File: src/rtl/ldo_adaptive_ctrl.sv
// Digital LDO loop controller: coarse/fine/locked search over a thermometer of pass devices.
// Comparator decision is registered once; gate, count and status flags are all registered.
module ldo_adaptive_ctrl #(
  parameter int unsigned N_CELLS     = 32,
  parameter int unsigned COARSE_STEP = 4,
  parameter int unsigned LOCK_DIV    = 8
) (
  input  logic                           i_clk,
  input  logic                           i_rst,
  input  logic                           i_en,
  input  logic                           i_comp_in,
  input  logic                           i_test_en,
  input  logic [N_CELLS-1:0]             i_test_code,
  output logic [N_CELLS-1:0]             o_gate,
  output logic [$clog2(N_CELLS+1)-1:0]   o_count,
  output logic                           o_locked,
  output logic                           o_sat_hi,
  output logic                           o_sat_lo
);

  localparam int unsigned CW = $clog2(N_CELLS + 1);
  localparam int unsigned DW = $clog2(LOCK_DIV);
  localparam logic [CW-1:0] MaxCnt = CW'(N_CELLS);
  localparam logic [CW-1:0] CStep  = CW'(COARSE_STEP);
  localparam logic [CW-1:0] FStep  = CW'(1);
  localparam logic [DW-1:0] DivMax = DW'(LOCK_DIV - 1);

  typedef enum logic [1:0] {StIdle, StCoarse, StFine, StLocked} state_e;

  state_e              r_state, w_state_d;
  logic [CW-1:0]       r_count, w_count_d;
  logic [N_CELLS-1:0]  r_gate, w_gate_d, w_therm;
  logic [DW-1:0]       r_div_cnt, w_div_cnt_d;
  logic [2:0]          r_alt_cnt, w_alt_cnt_d;
  logic [2:0]          r_same_cnt, w_same_cnt_d;
  logic                r_comp_q;
  logic                r_comp_vld, w_comp_vld_d;
  logic                r_prev_dir, w_prev_dir_d;
  logic                r_prev_vld, w_prev_vld_d;
  logic                r_locked, r_sat_hi, r_sat_lo;
  logic                w_dir, w_rev;
  logic [2:0]          w_alt_inc, w_same_inc;

  function automatic logic [CW-1:0] sat_step(input logic [CW-1:0] cnt,
                                              input logic [CW-1:0] step,
                                              input logic          up);
    logic [CW-1:0] room;
    room = MaxCnt - cnt;
    if (up) return (step >= room) ? MaxCnt : cnt + step;
    return (step >= cnt) ? '0 : cnt - step;
  endfunction

  assign w_dir      = r_comp_q;
  assign w_rev      = r_prev_vld && (w_dir != r_prev_dir);
  assign w_alt_inc  = r_alt_cnt + 3'd1;
  assign w_same_inc = r_same_cnt + 3'd1;

  always_comb begin
    w_state_d    = r_state;
    w_count_d    = r_count;
    w_div_cnt_d  = r_div_cnt;
    w_alt_cnt_d  = r_alt_cnt;
    w_same_cnt_d = r_same_cnt;
    w_prev_dir_d = r_prev_dir;
    w_prev_vld_d = r_prev_vld;
    // The sample captured on the enabling edge is discarded while the comparator settles.
    w_comp_vld_d = i_en && (r_state != StIdle);

    if (!i_en) begin
      w_state_d    = StIdle;
      w_div_cnt_d  = '0;
      w_alt_cnt_d  = '0;
      w_same_cnt_d = '0;
      w_prev_vld_d = 1'b0;
    end else begin
      unique case (r_state)
        StIdle: begin
          w_state_d    = StCoarse;
          w_prev_vld_d = 1'b0;
        end
        StCoarse: begin
          if (r_comp_vld) begin
            w_prev_dir_d = w_dir;
            w_prev_vld_d = 1'b1;
            if (w_rev) begin
              w_state_d    = StFine;
              w_count_d    = sat_step(r_count, FStep, w_dir);
              w_alt_cnt_d  = 3'd1;
              w_same_cnt_d = '0;
            end else begin
              w_count_d = sat_step(r_count, CStep, w_dir);
            end
          end
        end
        StFine: begin
          w_count_d    = sat_step(r_count, FStep, w_dir);
          w_prev_dir_d = w_dir;
          w_prev_vld_d = 1'b1;
          if (w_rev) begin
            w_alt_cnt_d  = w_alt_inc;
            w_same_cnt_d = '0;
          end else begin
            w_same_cnt_d = w_same_inc;
            w_alt_cnt_d  = '0;
          end
          if (w_rev && w_alt_inc == 3'd4) begin
            w_state_d    = StLocked;
            w_div_cnt_d  = '0;
            w_alt_cnt_d  = '0;
            w_same_cnt_d = '0;
          end else if (!w_rev && w_same_inc == 3'd3) begin
            w_state_d    = StCoarse;
            w_prev_vld_d = 1'b0;
            w_alt_cnt_d  = '0;
            w_same_cnt_d = '0;
          end
        end
        StLocked: begin
          w_div_cnt_d = r_div_cnt + DW'(1);
          if (r_div_cnt == DivMax) begin
            w_count_d    = sat_step(r_count, FStep, w_dir);
            w_prev_dir_d = w_dir;
            w_prev_vld_d = 1'b1;
            // Run length of same-direction updates; a reversal starts a new run.
            w_same_cnt_d = w_rev ? 3'd1 : w_same_inc;
            if (!w_rev && w_same_inc == 3'd3) begin
              w_state_d    = StCoarse;
              w_prev_vld_d = 1'b0;
              w_same_cnt_d = '0;
              w_div_cnt_d  = '0;
            end
          end
        end
        default: w_state_d = StIdle;
      endcase
    end
  end

  always_comb begin
    w_therm = '0;
    for (int i = 0; i < int'(N_CELLS); i++) begin
      w_therm[i] = (CW'(i) >= w_count_d);
    end
    w_gate_d = i_test_en ? i_test_code : w_therm;
  end

  always_ff @(posedge i_clk) begin
    if (i_rst) begin
      r_state    <= StIdle;
      r_count    <= '0;
      r_gate     <= '1;
      r_comp_q   <= 1'b0;
      r_comp_vld <= 1'b0;
      r_div_cnt  <= '0;
      r_alt_cnt  <= '0;
      r_same_cnt <= '0;
      r_prev_dir <= 1'b0;
      r_prev_vld <= 1'b0;
      r_locked   <= 1'b0;
      r_sat_hi   <= 1'b0;
      r_sat_lo   <= 1'b1;
    end else begin
      r_state    <= w_state_d;
      r_count    <= w_count_d;
      r_gate     <= w_gate_d;
      r_comp_q   <= i_comp_in;
      r_comp_vld <= w_comp_vld_d;
      r_div_cnt  <= w_div_cnt_d;
      r_alt_cnt  <= w_alt_cnt_d;
      r_same_cnt <= w_same_cnt_d;
      r_prev_dir <= w_prev_dir_d;
      r_prev_vld <= w_prev_vld_d;
      r_locked   <= (w_state_d == StLocked);
      r_sat_hi   <= (w_count_d == MaxCnt);
      r_sat_lo   <= (w_count_d == '0);
    end
  end

  assign o_gate   = r_gate;
  assign o_count  = r_count;
  assign o_locked = r_locked;
  assign o_sat_hi = r_sat_hi;
  assign o_sat_lo = r_sat_lo;

endmodule

File: config.mk
export PLATFORM = sky130hd
export DESIGN_NAME = ldo_adaptive_ctrl
export DESIGN_NICKNAME = d
export VERILOG_FILES = /design/src/rtl/ldo_adaptive_ctrl.sv
export SDC_FILE = /design/constraint.sdc
export NUM_CORES = 1
export LEC_CHECK = 0
export ABC_AREA = 1
export CAP_MARGIN = 20
export CORE_MARGIN = 2
export CORE_UTILIZATION = 24
export DETAILED_ROUTE_END_ITERATION = 8
export SLEW_MARGIN = 20
export SYNTH_ARGS = -nofsm -noshare
export SYNTH_HDL_FRONTEND = slang
export SYNTH_SLANG_ARGS = --single-unit
File: constraint.sdc
create_clock -name i_clk -period 3.95 [get_ports i_clk]
set_input_delay 1.185 -clock i_clk [delete_from_list [all_inputs] [get_ports i_clk]]
set_output_delay 1.185 -clock i_clk [all_outputs]
set_load 0.01 [all_outputs]
# Word level (Yosys, flattened, before mapping)
# Cells that the tools add are included.
[word_totals]
ff_bits = 56
latch_bits = 0
ram_bits = 0
romBits = 0
input_bits = 37
output_inout_bits = 41
word_cells = 152
n_memories = 0
[classes]
n_addsub = 8
n_mul = 0
div_mod_pow = 0
n_lt_le_gt_ge = 36
eq_ne = 13
n_shift = 0
n_mux = 64
bitwise = 1
reduce_logical = 17
[op_table]
columns = ["operator", "count"]
rows = [
  ["5-bit by 6-bit >= comparator with 1-bit output (first input constant)", 16],
  ["6-bit 2-to-1 mux", 14],
  ["4-bit by 6-bit >= comparator with 1-bit output (first input constant)", 8],
  ["3-bit 2-to-1 mux", 16],
  ["3-bit by 6-bit >= comparator with 1-bit output (first input constant)", 6],
  ["32-bit 2-to-1 mux", 1],
  ["1-bit by 6-bit >= comparator with 1-bit output (first input constant)", 4],
  ["1-bit 2-to-1 mux", 20],
  ["6-bit case mux with 3 select lines", 1],
  ["2-bit by 6-bit >= comparator with 1-bit output (first input constant)", 2],
  ["2-bit 2-to-1 mux", 6],
  ["3-bit case mux with 2 select lines", 2],
  ["3-bit by 1-bit adder with 3-bit output (second input constant)", 3],
  ["3-bit case mux with 3 select lines", 1],
  ["2-bit inequality test (second input constant)", 4],
  ["2-bit case mux with 4 select lines", 1],
  ["4-bit AND reduction", 2],
  ["6-bit by 1-bit adder with 6-bit output (second input constant)", 1],
  ["6-bit by 3-bit adder with 6-bit output (second input constant)", 1],
  ["2-bit == test (second input constant)", 3],
  ["3-bit == test (second input constant)", 2],
  ["6-bit == test (second input constant)", 1],
  ["6-bit zero test", 1],
  ["2-bit nonzero test", 3],
  ["other kinds (16)", 20],
]

# Logic depth before layout (Yosys ltp)
# Gate-level depths: netlist (run 1).
[logic_depth]
ltp_word = 13
mapped_depth = 19
mapped_depth_nobuf = 18

# Worst setup path after synthesis (run 1)
# Ideal clock, no wire load.
[synth_path]
path_kind = "input to register"
start = "input port i_en"
end = "register r_gate[28] (netlist: o_gate[28])"
setup_time_ps = 139
t_arrival_ps = 2342
t_required_ps = 3811
setup_slack_ps = 1469
path_stages = 9
path_buffers = 0
cell_sequence = "inv_1 > nor2_1 > inv_1 > nor2_1 > nand2_1 > nand3_4 > nand2_1 > o21ai_0 > o211ai_1"
[synth_between]
elab_chain_cells = 3
[synth_rtl]
columns = ["item", "line_no", "text"]
rows = [
  ["start: declaration", "10", "input logic i_en,"],
  ["6-bit 2-to-1 mux", "69", "if (!i_en) begin"],
  ["5-bit by 6-bit >= comparator with 1-bit output", "142", "w_therm[i] = (CW'(i) >= w_count_d);"],
  ["32-bit 2-to-1 mux", "144", "w_gate_d = i_test_en ? i_test_code : w_therm;"],
  ["end signal: assignment", "165", "r_gate <= w_gate_d;"],
  ["end: declaration", "32", "logic [N_CELLS-1:0] r_gate, w_gate_d, w_therm;"],
]
# Every way passes these cells.
# A chain may end at the register's enable or synchronous reset.

# Final worst setup path (run 1)
[layout_path]
start = "input port i_en"
end = "register r_gate[30] (netlist: o_gate[30])"
# Same word-level chain as after synthesis.

==> results of run 1 <==
-- power by group --
part | switching, mW | total, mW | leakage, nW | internal, mW
registers | 0.0121 | 0.600 | 0.460 | 0.587
logic | 0.118 | 0.222 | 1.35 | 0.104
clock network | 0.210 | 0.449 | 0.0680 | 0.240
total | 0.339 | 1.27 | 1.88 | 0.931
-- Yosys cell counts (all sizes together) --
library cell	number	area (um^2)
nand3	40	238
dfxtp	56	1120
nor3	3	15.0
clkinv	1	3.75
xor2	8	70.1
nor2	50	223
o21bai	1	7.51
nand4	11	68.8
mux2i	1	10.0
nand2	129	514
buf	5	42.5
nand3b	2	15.0
a311oi	1	8.76
o211ai	3	22.5
a21oi	34	170
inv	46	173
or2	3	18.8
nor4	1	6.26
clkbuf	7	26.3
ha	17	213
nor3b	1	12.5
o21ai	32	175
o41ai	1	8.76
a31oi	3	18.8
-- final cells by class --
cell class	instances	area, um^2	share of cell area (%)
inverter	47	176	4.12
clock buffer	5	125	2.92
timing repair buffer	81	801	18.7
sequential	56	1120	26.2
tap	176	220	5.14
multi-input combinational	341	1820	42.4
clock inverter	3	26.3	0.613
-- flip-flops by register name, indices dropped and copies added, names as in the netlist, 2 cells and up --
signal and cells:
r_div_cnt 3, r_same_cnt 3, o_count 6, o_gate 32, r_state 2, r_alt_cnt 3
-- worst max path at each step --
stage | startpoint | endpoint | slack, ns | cells after the start
global placement | i_en | o_gate[13]$_SDFF_PP1_ | 0.76 | 12
finish | i_en | o_gate[30]$_SDFF_PP1_ | 0.91 | 10
detailed placement | i_en | o_gate[28]$_SDFF_PP1_ | 0.65 | 10
CTS | i_en | o_gate[28]$_SDFF_PP1_ | 0.95 | 10
floorplan | i_en | o_gate[28]$_SDFF_PP1_ | 1.47 | 9
global route | r_comp_q$_SDFF_PP0_ | o_gate[17]$_SDFF_PP1_ | 0.66 | 14
-- logic make-up (layout without fill, tap and decap cells) --
family                   Yosys count  after routing  synth area share, %
AND/OR/NAND/NOR                  240            240                 34.9
multiplexers                       1              1                0.315
AO/OA/AOI/OAI                     75             75                 12.9
buffers and inverters             59            136                 7.71
flip-flops                        56             56                 35.2
XOR/XNOR                           8              8                 2.20
adder cells (fa/ha/maj)           17             17                 6.68
-- stage by stage --
step / worst slack [ns] / std cells / power (mW)
finish: 0.909 / 709 / 1.27
global route: 0.656 / 709 / 1.33
CTS: 0.951 / 709 / 1.29
detailed placement: 0.648 / 701 / 0.834
global placement: 0.757 / 701 / 0.834
floorplan: 1.47 / 456 / 0.724
-- layer usage --
| metal | GRT usage (%) | share of wire, % | vias to the layer above |
|---|---|---|---|
| met5 | 0 | 0 | - |
| met4 | 4.54 | 1.8 | 0 |
| met3 | 2.54 | 5.9 | 14 |
| met2 | 21.3 | 45 | 107 |
| met1 | 17.9 | 47 | 1456 |
| li1 | - | - | 1641 |
-- worst min-delay path, delay by kind of cell (launching register included) --
| family | cells | cell delay, ns |
|---|---|---|
| AOI/OAI and AO/OA | 1 | 0.05 |
| DFF | 1 | 0.31 |
| and+or+nand+nor | 1 | 0.06 |
-- layout by cell type, fill, tap and decap left out, drive strengths merged --
cell / instances
clkbuf: 5
nand3: 40
clkinv: 1
o21ai: 32
ha: 17
mux2i: 1
o21bai: 1
or2: 3
nand3b: 2
a311oi: 1
nand4: 11
clkdlybuf4s50: 77
inv: 47
nor2: 50
nor4: 1
o41ai: 1
clkinvlp: 2
dfxtp: 56
nor3b: 1
o211ai: 3
nor3: 3
a21oi: 34
xor2: 8
nand2: 129
buf: 4
a31oi: 3
==> results.sh, run 1 <==
export IMPL_status="finished clean"
export IMPL_postSynthAreaPerCell_um2=6.98
export IMPL_fp_dieArea_mm2=0.0142
export IMPL_rr_endpoint="o_gate[30]$_SDFF_PP1_"
export IMPL_path_cells="clkdlybuf4s50_1, inv_1, nor2_1, inv_1, nor2_1, nand2_1, nand3_4, nand2_1, o21ai_0, o211ai_1"
export IMPL_num_antenna_cells=0
export IMPL_fin_nets=586
export IMPL_setup_viol_count_final=0
export IMPL_root_buffer="clkbuf_16"
export IMPL_synth_cell_types=37
export IMPL_clk_latency_ns=0.29
export IMPL_placed_area_mm2=0.00413
export IMPL_max_freq_mhz=329
export IMPL_finalHoldViolCount=0
export IMPL_cts_buffers=5
export IMPL_final_max_slew_viol_count=0
export IMPL_drtIter0Drc=281
export IMPL_vias=3218
export IMPL_dr_pass1_iters=4
export IMPL_grt_overflow=0
export IMPL_drive_above_1_share_pct=8.44
export IMPL_max_slew_worst_pin_slew_ns=0.702
export IMPL_syn_inst=456
export IMPL_n_fill_cell=1395
export IMPL_holdCritStartpoint="r_div_cnt[1]$_SDFFE_PP0P_"
export IMPL_ios=78
export IMPL_reg2reg_from="r_comp_q$_SDFF_PP0_"
export IMPL_finalSetupTns_ns=0
export IMPL_die_h_um=119
export IMPL_leakage_nw=1.88
export IMPL_whs_endpoint="r_div_cnt[1]$_SDFFE_PP0P_"
export IMPL_finClkSkew_ns=0.00898
export IMPL_post_cts_resized=0
export IMPL_clock_sinks=56
export IMPL_gp_congestion=0.890
export IMPL_route_detailed_drc=0
export IMPL_cts_buffer_depth=2
export IMPL_cts_tree="built"
export IMPL_critPathKind="in2reg"
export IMPL_rsz0062_at_grt="no"
export IMPL_rr_worst_depth=9
export IMPL_cts_setup_buffers=0
export IMPL_critPathBufInv=3
export IMPL_io_buffers=77
export IMPL_yosysSeqAreaShare_pct=35.2
export IMPL_fin_util_pct=32.8
export IMPL_via_per_inst=4.54
export IMPL_ys_seq_elements=56
export IMPL_grt_pass1_wl_mm=15.5
export IMPL_crit_family="simple AND/OR/NAND/NOR gates"
export IMPL_design_area_mm2=0.00429
export IMPL_core_area_mm2=0.0131
export IMPL_antenna_found_initial=0
export IMPL_die_x_um=119
export IMPL_htreeDepth=2
export IMPL_hold_buffers=0
export IMPL_endpoint_kind="flop"
export IMPL_relSlewSlack_pct=53.1
export IMPL_syn_nets=510
export IMPL_syn_area_mm2=0.00318
export IMPL_post_dp_hpwl_mm=7.49
export IMPL_area_delta_synth_final_pct=34.7
export IMPL_yosysWarnings=0
export IMPL_antenna_left=0
export IMPL_period_needed_ns=3.04
export IMPL_min_path_type="reg2reg"
export IMPL_critPathMaxStageDelay_ns=0.46
export IMPL_irDropWorstVdd_v=0.000153
export IMPL_timing_final_crit_share_pct=77.0
export IMPL_start_util_pct=24.3
export IMPL_grt_max_degree=34
export IMPL_wl_per_cell_um=13.1
export IMPL_grt_pass1_vias=3189
export IMPL_cts_clk_slew_worst_paths_ns=0.08
export IMPL_power_density_mw_per_mm2=296
export IMPL_totalWireLength_mm=9.32
export IMPL_slowest_stage="clkdlybuf4s50_1"
export IMPL_grt_total_usage_pct=13.3
export IMPL_min_delay_path_depth=2
export IMPL_cp_required_ns=4.10
export IMPL_maxCapViolCount=0
export IMPL_hold_slack_ns=0.474
export IMPL_crit_fanout=8
export IMPL_reg2reg_slack_ns=0.97
export IMPL_start_kind="input port"
export IMPL_rows=42
export IMPL_crit_arrival_ns=3.19
No activity file was read; power rests on OpenSTA's default activity.
==> inputs of run 2 (changes only) <==
==> constraint.sdc (replaced) <==
create_clock -name i_clk -period 2.86 [get_ports i_clk]
set_input_delay 0.858 -clock i_clk [delete_from_list [all_inputs] [get_ports i_clk]]
set_output_delay 0.858 -clock i_clk [all_outputs]
set_load 0.01 [all_outputs]
==> results.sh, run 2 (synthesis gave the netlist of run 1 again) <==
export IMPL_drive_above_1_share_pct=10.5
export IMPL_grt_total_usage_pct=13.7
export IMPL_finalHoldViolCount=0
export IMPL_power_mw=1.75
export IMPL_maxCapViolCount=0
export IMPL_endpoint_kind="flop"
export IMPL_finalSetupTns_ns=0
export IMPL_totalWireLength_mm=9.59
export IMPL_htreeDepth=2
export IMPL_finalNonFillerCells=721
export IMPL_status="finished clean"
export IMPL_vias=3290
export IMPL_start_util_pct=24.3
export IMPL_max_slew_worst_pin_slew_ns=0.554
export IMPL_fp_dieArea_mm2=0.0142
export IMPL_irDropWorstVdd_v=0.000232
export IMPL_power_density_mw_per_mm2=400
export IMPL_rsz0062_at_grt="no"
export IMPL_cp_depth=10
export IMPL_max_freq_mhz=390
export IMPL_num_antenna_cells=0
export IMPL_post_dp_hpwl_mm=7.73
export IMPL_hold_buffers=0
export IMPL_wl_per_cell_um=13.3
export IMPL_path_cells="clkdlybuf4s50_1, inv_1, nor2_1, inv_1, nor2_1, nand2_1, nand3_4, nand2_1, o21ai_0, o211ai_1"
export IMPL_fin_nets=598
export IMPL_finClkSkew_ns=0.00861
export IMPL_placed_area_mm2=0.00422
export IMPL_core_area_mm2=0.0131
export IMPL_grt_pass1_vias=3159
export IMPL_cts_tree="built"
export IMPL_grt_pass1_wl_mm=15.6
export IMPL_antenna_left=0
export IMPL_relSlewSlack_pct=62.7
export IMPL_rows=42
export IMPL_setup_viol_count_final=0
export IMPL_critPathKind="in2reg"
export IMPL_cts_clk_slew_worst_paths_ns=0.07
export IMPL_timing_final_crit_share_pct=89.6
export IMPL_rr_worst_depth=15
export IMPL_grt_max_degree=34
export IMPL_final_seq_area_mm2=0.00112
export IMPL_critPathBufInv=3
export IMPL_antenna_found_initial=0
export IMPL_most_common_layout_cells="nand2_1 (119), clkdlybuf4s50_1 (77), dfxtp_1 (56)"
export IMPL_crit_arrival_ns=2.72
export IMPL_largest_reg_flops=32
export IMPL_design_area_mm2=0.00437
export IMPL_crit_fanout=7
export IMPL_slowest_stage="clkdlybuf4s50_1"
export IMPL_io_buffers=77
export IMPL_root_buffer="clkbuf_16"
export IMPL_crit_family="simple AND/OR/NAND/NOR gates"
export IMPL_multi_input_comb_area_mm2=0.00182
export IMPL_gp_congestion=0.838
export IMPL_route_detailed_drc=0
export IMPL_ios=78
export IMPL_dr_pass1_iters=4
export IMPL_period_needed_ns=2.56
export IMPL_via_per_inst=4.56
export IMPL_clk_latency_ns=0.30
export IMPL_min_path_type="reg2reg"
export IMPL_leakage_nw=1.94
export IMPL_n_fill_cell=1422
export IMPL_cts_buffers=5
export IMPL_hold_slack_ns=0.466
export IMPL_start_kind="input port"
export IMPL_final_common_cell="nand2_1"
export IMPL_grt_overflow=0
export IMPL_die_h_um=119
export IMPL_cp_required_ns=3.02
export IMPL_drtIter0Drc=208
export IMPL_cts_buffer_depth=2
export IMPL_die_x_um=119
export IMPL_critPathMaxStageDelay_ns=0.46
export IMPL_min_delay_path_depth=2
export IMPL_dp_cells=713
export IMPL_area_delta_synth_final_pct=37.3
export IMPL_clock_sinks=56
export IMPL_final_max_slew_viol_count=0
==> run 2: area by class of cell <==
cell class	count	area share, %
clock buffer	6	2.95
clock inverter	2	0.315
inverter	47	4.04
multi-input combinational	341	41.6
sequential	56	25.7
tap	176	5.04
timing repair buffer	93	20.4
==> run 2: power breakdown <==
part,switching (mW),internal (mW)
sequential,0.0159,0.812
combinational,0.165,0.149
clock,0.279,0.327
==> run 2: what timing repair did <==
action,in CTS,in global routing
buffers inserted,0,0
gates resized for setup,0,1
setup endpoints to repair,0,6
==> run 2: worst paths after layout <==
check / from / to / slack (ns)
max: i_en / o_gate[28]$_SDFF_PP1_ / 0.30
min: r_div_cnt[1]$_SDFFE_PP0P_ / r_div_cnt[1]$_SDFFE_PP0P_ / 0.47
max reg2reg: o_count[0]$_SDFF_PP0_ / o_gate[29]$_SDFF_PP1_ / 0.32
min reg2reg: r_div_cnt[1]$_SDFFE_PP0P_ / r_div_cnt[1]$_SDFFE_PP0P_ / 0.47
==> run 2: stage by stage <==
| step | setup WS [ns] | util (%) |
|---|---|---|
| after floorplan | 0.672 | - |
| after global placement | 0.0466 | 32.3 |
| after detailed placement | -0.0332 | 32.3 |
| after CTS | 0.242 | 33.4 |
| after global routing | 0.0803 | 33.4 |
| final | 0.298 | 33.4 |
==> run 2: worst reg2reg max path, delay by kind of cell (launching register included) <==
kind | cells | cell delay [ns]
and+or+nand+nor | 9 | 1.00
buffers and inverters | 3 | 0.54
xor gates and xnor gates | 1 | 0.14
DFF | 1 | 0.31
AOI/OAI and AO/OA | 1 | 0.14
adders and majority gates | 1 | 0.27
==> run 2: layer usage <==
metal / GRT usage, % / wire length [um] / vias to the layer above
met5: 0 / 0 / -
met4: 4.09 / 144 / 0
met3: 2.68 / 547 / 9
met2: 22.7 / 4440 / 91
met1: 18.1 / 4460 / 1528
li1: - / - / 1662
==> inputs of run 3 (changes only) <==
==> constraint.sdc (replaced) <==
create_clock -name i_clk -period 2.4 [get_ports i_clk]
set_input_delay 0.72 -clock i_clk [delete_from_list [all_inputs] [get_ports i_clk]]
set_output_delay 0.72 -clock i_clk [all_outputs]
set_load 0.01 [all_outputs]
==> results.sh, run 3 (synthesis gave the netlist of run 1 again) <==
export IMPL_irDropWorstVdd_v=0.000286
export IMPL_reg2reg_slack_ns=0.14
export IMPL_final_setup_worst_slack_ns=0.0831
export IMPL_design_area_mm2=0.00468
export IMPL_most_common_layout_cells="nand2_1 (115), clkdlybuf4s50_1 (77), dfxtp_1 (56)"
export IMPL_grt_max_degree=34
export IMPL_antenna_found_initial=0
export IMPL_wl_per_cell_um=13.1
export IMPL_rows=42
export IMPL_cp_required_ns=1.68
export IMPL_cts_tree="built"
export IMPL_relSlewSlack_pct=64.9
export IMPL_finClkSkew_ns=0.00547
export IMPL_switching_share_pct=27.2
export IMPL_start_kind="flop"
export IMPL_p_clk_share_pct=35.2
export IMPL_rsz0062_at_grt="yes"
export IMPL_start_util_pct=24.3
export IMPL_crit_arrival_ns=1.60
export IMPL_leakage_nw=2.10
export IMPL_power_mw=2.15
export IMPL_final_max_slew_viol_count=0
export IMPL_hold_buffers=0
export IMPL_crit_fanout=7
export IMPL_p_switching_uw=584
export IMPL_seqPwrFrac_pct=45.9
export IMPL_fin_nets=630
export IMPL_setup_viol_count_final=0
export IMPL_ios=78
export IMPL_cts_buffers=5
export IMPL_clock_sinks=56
export IMPL_cts_clk_slew_worst_paths_ns=0.07
export IMPL_critPathKind="reg2out"
export IMPL_max_slew_worst_pin_slew_ns=0.521
export IMPL_dr_pass1_iters=5
export IMPL_area_delta_synth_final_pct=47.2
export IMPL_p_int_mw=1.56
export IMPL_endpoint_kind="primary output"
export IMPL_combPwrFrac_pct=18.9
export IMPL_max_freq_mhz=432
export IMPL_grt_total_usage_pct=14.4
export IMPL_grt_pass1_vias=3365
export IMPL_root_buffer="clkbuf_16"
export IMPL_fp_dieArea_mm2=0.0142
export IMPL_totalWireLength_mm=9.85
export IMPL_period_needed_ns=2.32
export IMPL_timing_final_crit_share_pct=96.5
export IMPL_clk_latency_ns=0.30
export IMPL_cts_buffer_depth=2
export IMPL_via_per_inst=4.47
export IMPL_path_cells="buf_4, clkdlybuf4s50_1"
export IMPL_antenna_left=0
export IMPL_grt_overflow=0
export IMPL_grt_pass1_wl_mm=16.4
export IMPL_finalSetupTns_ns=0
export IMPL_power_density_mw_per_mm2=458
export IMPL_min_path_type="reg2reg"
export IMPL_critPathMaxStageDelay_ns=0.57
export IMPL_status="finished clean"
export IMPL_post_dp_hpwl_mm=7.91
export IMPL_io_buffers=77
export IMPL_crit_family="buffers and inverters"
export IMPL_maxCapViolCount=0
export IMPL_route_detailed_drc=0
export IMPL_fin_util_pct=35.8
export IMPL_drtIter0Drc=191
export IMPL_finalHoldViolCount=0
export IMPL_die_h_um=119
export IMPL_placed_area_mm2=0.00445
export IMPL_critPathBufInv=2
export IMPL_slowest_stage="dfxtp_1"
export IMPL_htreeDepth=2
export IMPL_dp_slack_ns=-0.216
export IMPL_largest_reg_flops=32
export IMPL_drive_above_1_share_pct=17.9
export IMPL_final_common_cell="nand2_1"
export IMPL_die_x_um=119
export IMPL_num_antenna_cells=0
export IMPL_vias=3368
export IMPL_core_area_mm2=0.0131
export IMPL_gp_congestion=0.877
-- run 3: cell count changes in the layout (fill, tap and decap cells not counted), sizes merged --
cell	delta
buf	+32
clkinvlp	+1
clkbuf	-1
-- run 3: per-stage QoR --
stage	hold WS [ns]	instances
after floorplan	0.443	456
after global placement	0.453	741
after detailed placement	0.461	741
after CTS	0.472	749
after global routing	0.507	753
final	0.467	753
-- run 3: routing by layer --
metal | vias up | track usage [%] | part of all wire (%)
met5 | - | 0 | 0
met4 | 0 | 4.91 | 1.6
met3 | 11 | 2.73 | 4.6
met2 | 87 | 23.9 | 47
met1 | 1542 | 18.7 | 47
li1 | 1728 | - | -
-- run 3: worst paths after layout --
check,from,endpoint,cells after the start
worst max register to register,o_count[3]$_SDFF_PP0_,o_gate[17]$_SDFF_PP1_,18
worst max-delay path,o_count[4]$_SDFF_PP0_,o_count[4],2
worst min-delay path,r_div_cnt[2]$_SDFFE_PP0P_,r_div_cnt[2]$_SDFFE_PP0P_,2
worst min register to register,r_div_cnt[2]$_SDFFE_PP0P_,r_div_cnt[2]$_SDFFE_PP0P_,2
-- run 3: repair_timing --
item / 4_1_cts / 5_1_grt
endpoints found under the setup margin: 0 / 32
gates resized for setup: 0 / 22
setup buffers: 0 / 4
-- run 3: layout make-up --
| class | instances | area, um^2 |
|---|---|---|
| clock inverters | 3 | 27.5 |
| fillers | 1374 | 8400 |
| well taps | 176 | 220 |
| clock buffers | 5 | 125 |
| multi-input cells | 341 | 1870 |
| inverters | 47 | 176 |
| flip-flops and latches | 56 | 1120 |
| repair buffers | 125 | 1150 |
-- run 3: worst reg2reg max path, delay by kind of cell (launching register included) --
| family | cells | cell delay, ns |
|---|---|---|
| and+or+nand+nor | 13 | 1.13 |
| DFF | 1 | 0.31 |
| AOI/OAI and AO/OA | 1 | 0.24 |
| buffers and inverters | 3 | 0.30 |
| adders and majority gates | 1 | 0.23 |
-- run 3: power by group through the flow --
stage	combinational (mW)	sequential [mW]	clock [mW]
final	0.406	0.984	0.756
after floorplan	0.172	1.02	0
after global routing	0.448	0.988	0.825
after global placement	0.393	1.01	0
after CTS	0.397	0.984	0.782
after detailed placement	0.395	1.00	0
